$ cat src/rtl/exp_pkg.sv
// exp_pkg: shared constants and types for the e^x shift-add sequencer.
//   X_W / Y_W / K_W : remainder (Q4.11), mantissa (Q2.14) and exponent widths
//   ITER_MAX        : maximum number of update steps per operand
//   LN2, Y_ONE      : ln(2) in Q4.11 and 1.0 in Q2.14
//   state_t         : sequencer states, also exported on the debug port
package exp_pkg;

  localparam int X_W      = 15;
  localparam int Y_W      = 16;
  localparam int K_W      = 5;
  localparam int I_W      = 5;
  localparam int ITER_MAX = 24;
  localparam int ITER_W   = 5;

  localparam logic [X_W-1:0] LN2   = 15'h058B;
  localparam logic [Y_W-1:0] Y_ONE = 16'h4000;

  typedef enum logic [1:0] {
    IDLE = 2'd0,
    SEL  = 2'd1,
    UPD  = 2'd2,
    DONE = 2'd3
  } state_t;

endpackage

$ cat src/rtl/exp_ln_rom.sv
// exp_ln_rom: ln(1 + 2^-i) in Q4.11 for i = 1..11.
//   i_idx : table index (5 bits)
//   o_val : table constant; 0 for index 0 or any index above 11
// Also used by the selection block's threshold compare, so the zero
// return for out-of-range indices doubles as "no fractional step".
module exp_ln_rom
  import exp_pkg::*;
(
  input  logic [I_W-1:0] i_idx,
  output logic [X_W-1:0] o_val
);

  always_comb begin
    o_val = '0;
    case (i_idx)
      5'd1:    o_val = 15'd830;
      5'd2:    o_val = 15'd457;
      5'd3:    o_val = 15'd241;
      5'd4:    o_val = 15'd124;
      5'd5:    o_val = 15'd63;
      5'd6:    o_val = 15'd32;
      5'd7:    o_val = 15'd16;
      5'd8:    o_val = 15'd8;
      5'd9:    o_val = 15'd4;
      5'd10:   o_val = 15'd2;
      5'd11:   o_val = 15'd1;
      default: o_val = '0;
    endcase
  end

endmodule

$ cat src/rtl/exp_ctrl.sv
// exp_ctrl: iterative shift-add sequencer computing e^x = y * 2^k.
//   clk, rst               : clock, synchronous active-high reset
//   in_valid/in_ready/in_x : operand handshake, x in Q4.11
//   sel_data               : current remainder r, to the external selection block
//   sel_i, sel_int_or_fra  : registered decision from selection for r
//   out_valid/out_ready    : result handshake
//   out_y, out_k, out_err  : mantissa (Q2.14), exponent, error flag
//   dbg_state              : current sequencer state
//
// Handshakes: a transfer happens on a rising edge where valid and ready are
// both high. in_ready is high only in IDLE, out_valid only in DONE; the
// result registers do not change while out_valid is high, and no new operand
// is accepted until the result has been taken.
module exp_ctrl
  import exp_pkg::*;
(
  input  logic           clk,
  input  logic           rst,
  input  logic           in_valid,
  output logic           in_ready,
  input  logic [X_W-1:0] in_x,
  output logic [X_W-1:0] sel_data,
  input  logic [I_W-1:0] sel_i,
  input  logic           sel_int_or_fra,
  output logic           out_valid,
  input  logic           out_ready,
  output logic [Y_W-1:0] out_y,
  output logic [K_W-1:0] out_k,
  output logic           out_err,
  output state_t         dbg_state
);

  state_t              r_state, w_state_nx;
  logic [X_W-1:0]      r_r, w_r_nx;
  logic [Y_W-1:0]      r_y, w_y_nx;
  logic [K_W-1:0]      r_k, w_k_nx;
  logic [ITER_W-1:0]   r_iter, w_iter_nx;
  logic                r_err, w_err_nx;

  logic [X_W-1:0]      w_rom_val;
  logic [X_W-1:0]      w_sub;
  logic [Y_W-1:0]      w_y_inc;

  exp_ln_rom u_rom (
    .i_idx (sel_i),
    .o_val (w_rom_val)
  );

  assign w_sub   = sel_int_or_fra ? LN2 : w_rom_val;
  assign w_y_inc = r_y >> sel_i;

  always_ff @(posedge clk) begin
    if (rst) begin
      r_state <= IDLE;
      r_r     <= '0;
      r_y     <= Y_ONE;
      r_k     <= '0;
      r_iter  <= '0;
      r_err   <= 1'b0;
    end else begin
      r_state <= w_state_nx;
      r_r     <= w_r_nx;
      r_y     <= w_y_nx;
      r_k     <= w_k_nx;
      r_iter  <= w_iter_nx;
      r_err   <= w_err_nx;
    end
  end

  always_comb begin
    w_state_nx = r_state;
    w_r_nx     = r_r;
    w_y_nx     = r_y;
    w_k_nx     = r_k;
    w_iter_nx  = r_iter;
    w_err_nx   = r_err;

    case (r_state)
      IDLE: begin
        if (in_valid) begin
          w_r_nx     = in_x;
          w_y_nx     = Y_ONE;
          w_k_nx     = '0;
          w_iter_nx  = '0;
          w_err_nx   = 1'b0;
          w_state_nx = SEL;
        end
      end

      // Selection needs one edge to register its decision for the new r.
      SEL: w_state_nx = UPD;

      UPD: begin
        // A zero table value on the fractional path means index 0 or an
        // out-of-range index: the remainder is below every table entry.
        if (!sel_int_or_fra && (w_rom_val == '0)) begin
          w_state_nx = DONE;
        end else begin
          if (w_sub > r_r) begin
            w_r_nx   = '0;
            w_err_nx = 1'b1;
          end else begin
            w_r_nx = r_r - w_sub;
          end

          if (sel_int_or_fra) begin
            if (&r_k) begin
              w_err_nx = 1'b1;
            end else begin
              w_k_nx = r_k + 1'b1;
            end
          end else begin
            w_y_nx = r_y + w_y_inc;
          end

          w_iter_nx = r_iter + 1'b1;
          if (r_iter == ITER_W'(ITER_MAX - 1)) begin
            w_err_nx   = 1'b1;
            w_state_nx = DONE;
          end else begin
            w_state_nx = SEL;
          end
        end
      end

      DONE: begin
        if (out_ready) w_state_nx = IDLE;
      end

      default: w_state_nx = IDLE;
    endcase
  end

  assign in_ready  = (r_state == IDLE);
  assign out_valid = (r_state == DONE);
  assign sel_data  = r_r;
  assign out_y     = r_y;
  assign out_k     = r_k;
  assign out_err   = r_err;
  assign dbg_state = r_state;

endmodule

$ cat config.mk
export PLATFORM = sky130hd
export DESIGN_NAME = exp_ctrl
export DESIGN_NICKNAME = d
export VERILOG_FILES = /design/src/rtl/exp_pkg.sv /design/src/rtl/exp_ln_rom.sv /design/src/rtl/exp_ctrl.sv
export SDC_FILE = /design/constraint.sdc
export NUM_CORES = 1
export LEC_CHECK = 0
export ABC_CLOCK_PERIOD_IN_PS = 6100
export BUFFER_PORTS_ARGS = -buffer_cell sky130_fd_sc_hd__buf_2
export CAP_MARGIN = 20
export CORE_MARGIN = 8
export CORE_UTILIZATION = 55
export DETAILED_ROUTE_END_ITERATION = 7
export GPL_ROUTABILITY_DRIVEN = 0
export HOLD_SLACK_MARGIN = 0.05
export PLACE_DENSITY_LB_ADDON = 0.15
export SETUP_SLACK_MARGIN = 0.02
export SYNTH_ARGS = -nofsm -noshare
export SYNTH_HDL_FRONTEND = slang
export SYNTH_SLANG_ARGS = --single-unit
export TNS_END_PERCENT = 100
$ cat constraint.sdc
create_clock -name clk -period 6.1 [get_ports clk]
set_input_delay 0.305 -clock clk [delete_from_list [all_inputs] [get_ports clk]]
set_output_delay 0.305 -clock clk [all_outputs]
set_load 0.02 [all_outputs]
==> flow_summary.rst <==
.. list-table::
   :header-rows: 1

   * - Metric
     - Value
   * - Status
     - complete, no violations
   * - Average size of a mapped cell
     - 7.83 sq um
   * - Final clock skew
     - 0.00754 ns
   * - Detailed-route vias per instance
     - 6.02
   * - Hold-fix buffers, CTS
     - 0
   * - Total design power
     - 0.744 mW
   * - Largest net degree at the start of global routing
     - 45
   * - DRC violations left
     - 0
   * - Buffers inserted during post-CTS setup optimization
     - 0
   * - Most common cell after layout, fill and taps aside
     - sky130_fd_sc_hd__nor2_1
   * - Die X-Extent
     - 99.9 um
   * - Static leakage
     - 1.94 nW
   * - Iteration-0 DRC count of the detailed router
     - 303
   * - Die footprint
     - 9990 sq um
   * - Sequential cell area fraction in the yosys report
     - 22.7%
   * - Overall Global Routing Usage
     - 20.7%
   * - Net count after synthesis
     - 557
   * - Met3 track utilization from global routing
     - 4.50%
   * - Count of yosys warnings during synthesis
     - 0
   * - Final Cycle Share
     - 66.6%
   * - Antenna Violating Nets Remaining
     - 0
   * - H-tree level count
     - 2
   * - Final Max Tran Viols
     - 0
   * - Count of max-cap constraint violations
     - 0
   * - Most instantiated flip-flop cell in the synthesis netlist
     - sky130_fd_sc_hd__dfxtp_1
   * - Worst min-delay path category
     - input pin to flop
   * - Number of global-route vias before repair
     - 3783
   * - Multiplexer fraction of the synthesized cell area
     - 6.10%
   * - XOR/XNOR share of the synthesized area
     - 5.65%
   * - Distinct cell type count after synthesis
     - 66
   * - Inserted Clock Buffers
     - 5
   * - Power density normalized to cell area
     - 173 nW/um^2
   * - Area of the mapped netlist
     - 3870 sq um
   * - Routed WL
     - 10300 um
   * - Number of ports placed on the die boundary
     - 66
   * - Post-synthesis simple-gate area fraction
     - 23.9%
   * - EDFF count, synth
     - 0
   * - Post-detail-place hpwl
     - 7730 um
   * - Post-synthesis share of cell area spent on full adders, half adders and majority gates
     - 12.3%
   * - Post-synthesis register bit count
     - 44
   * - Floorplan Core Area
     - 6790 sq um
   * - Initial antenna violation count
     - 0
   * - Clock-pin slew on the worst setup and hold paths
     - 0.09 ns
   * - Tightest Pin Transition
     - 1.02 ns
   * - Count of cells resized by post-cts repair
     - 0
   * - Nets
     - 605
   * - Final global-route overflow total
     - 0
   * - Clock sink count
     - 44
   * - Layout Area Growth over Synthesis
     - 11.1%
   * - Fraction of layout cells with a size suffix above 1
     - 16.7%
   * - Wire length of the first global-routing pass
     - 17300 um
   * - Largest fanout on the critical path
     - 24
   * - WL/cell
     - 16.1 um
   * - Final Critical Period
     - 4.06 ns
   * - Global-route layer with the greatest usage
     - met2
   * - Dominant combinational cell family by area after synthesis
     - compound AO/OA/AOI/OAI gates
   * - Routed vias
     - 3853
   * - Bufs on Longest Clock Path
     - 2
   * - Setup TNS
     - 0 ns
   * - FP Rows
     - 30
   * - End-of-flow core utilization
     - 63.4%
   * - Height of the die
     - 99.9 um
   * - Top library cells by usage in the layout, fill and taps aside
     - sky130_fd_sc_hd__nor2_1, sky130_fd_sc_hd__buf_2, sky130_fd_sc_hd__a21oi_1
   * - Final hold violations
     - 0
   * - RSZ-0062 raised after global routing
     - false
   * - Cell count after synthesis
     - 495
   * - TritonCTS clock tree
     - yes
   * - Worst Setup Path Type
     - input pin to flop
   * - Critical Path End Type
     - flop
   * - Met2 demand-to-capacity share in global routing
     - 36.3%
   * - Number of endpoints failing setup at the final stage
     - 0
   * - Root cell of the clock tree
     - sky130_fd_sc_hd__clkbuf_8
   * - Data arrival time of the critical path
     - 4.26 ns
   * - Compound-Gate Fraction of Synth Area
     - 25.5%
   * - Starting utilization of the core area
     - 57.0%
   * - GR met1 Demand/Resource
     - 24.4%
   * - Router iterations before antenna repair
     - 5
   * - Port buffer count
     - 65
   * - Highest attainable clock frequency
     - 0.246 GHz
   * - Startpoint type of the worst setup path
     - input pin
   * - Clock Latency Late Sink
     - 0.31 ns
   * - Worst Path Required
     - 6.29 ns
   * - N_diodes
     - 0
   * - Post-synthesis async set-or-reset flop share
     - 0%
   * - Maximum resistive drop on vdd
     - 124 uV
   * - Relative max-transition margin
     - 31.4%
-- worst paths after layout --
path                          start                       end  slack, ns  cells past startpoint
max                        sel_i[0]    out_y[14]$_SDFFE_PP1P_       2.04                     17
max reg2reg   out_y[6]$_SDFFE_PP0P_    out_y[14]$_SDFFE_PP1P_       2.24                     16
min reg2reg  r_iter[1]$_SDFFE_PP0P_    r_iter[1]$_SDFFE_PP0P_       0.50                      2
min                         in_x[0]  sel_data[0]$_SDFFE_PP0P_       0.24                      3
-- critical path, stage by stage --
cell	delay, ns
sky130_fd_sc_hd__buf_2	0.45
sky130_fd_sc_hd__mux2_2	0.41
sky130_fd_sc_hd__nor2_1	0.09
sky130_fd_sc_hd__a21oi_1	0.06
sky130_fd_sc_hd__and2_1	0.18
sky130_fd_sc_hd__a311oi_1	0.20
sky130_fd_sc_hd__a211oi_1	0.08
sky130_fd_sc_hd__ha_1	0.24
sky130_fd_sc_hd__fa_1	0.41
sky130_fd_sc_hd__a21o_1	0.17
sky130_fd_sc_hd__a21o_1	0.21
sky130_fd_sc_hd__a2111oi_0	0.45
sky130_fd_sc_hd__nor3_1	0.15
sky130_fd_sc_hd__a311oi_1	0.42
sky130_fd_sc_hd__a21oi_1	0.15
sky130_fd_sc_hd__nor4_1	0.18
sky130_fd_sc_hd__a211oi_1	0.08
-- per-layer routing --
| metal | part of all wire, % | vias up | wire, um |
|---|---|---|---|
| li1 | - | 1918 | - |
| met1 | 44 | 1801 | 4550 |
| met2 | 47 | 120 | 4880 |
| met3 | 6.7 | 14 | 685 |
| met4 | 1.7 | 0 | 176 |
| met5 | 0 | - | 0 |
-- logic make-up after synthesis --
group	Yosys count
AOI/OAI and AO/OA	142
xor gates and xnor gates	25
adders and majority gates	37
buffers and inverters	34
DFF	44
muxes	22
and+or+nand+nor	191
-- cell type report --
class	instances	area [sq um]
Clock buffer	6	82.6
Clock inverter	2	10.0
Fill cell	626	2490
Inverter	9	33.8
Multi-Input combinational cell	417	2850
Sequential cell	44	881
Tap cell	96	120
Timing Repair Buffer	66	333
-- registers in the layout (all words and copies together), names as in the netlist --
register and flops:
sel_data 15, dbg_state 2, out_err 1, r_iter 5, out_k 5, out_y 16
-- through the flow --
step | instances | worst slack (ns) | hold slack, ns | area (sq um)
after floorplan | 495 | 2.16 | 0.451 | 3870
after global placement | 632 | 1.86 | 0.469 | 4210
after detailed placement | 632 | 1.72 | 0.485 | 4210
after CTS | 640 | 2.06 | 0.243 | 4310
after global routing | 640 | 1.79 | 0.270 | 4310
final | 640 | 2.04 | 0.242 | 4310
-- cells in the mapped netlist, drive strengths merged (8+ instances only) --
cell | n | share of area, %
nor3 | 14 | 1.8
nand3 | 15 | 1.9
clkbuf | 14 | 1.4
o21ai | 14 | 1.8
inv | 8 | 0.77
nand2b | 9 | 1.5
ha | 35 | 11
a222oi | 11 | 2.8
xor2 | 12 | 2.7
nor2b | 9 | 1.5
dfxtp | 44 | 23
a211oi | 9 | 1.9
nand2 | 38 | 3.7
xnor2 | 13 | 2.9
nor2 | 74 | 7.3
a21oi | 56 | 7.3
buf | 11 | 1.6
mux2i | 18 | 4.6
-- power by group --
part	internal [mW]	switching [mW]
Clock	0.0906	0.106
Combinational	0.0917	0.145
Sequential	0.298	0.0121
No activity file was read; power rests on OpenSTA's default activity.
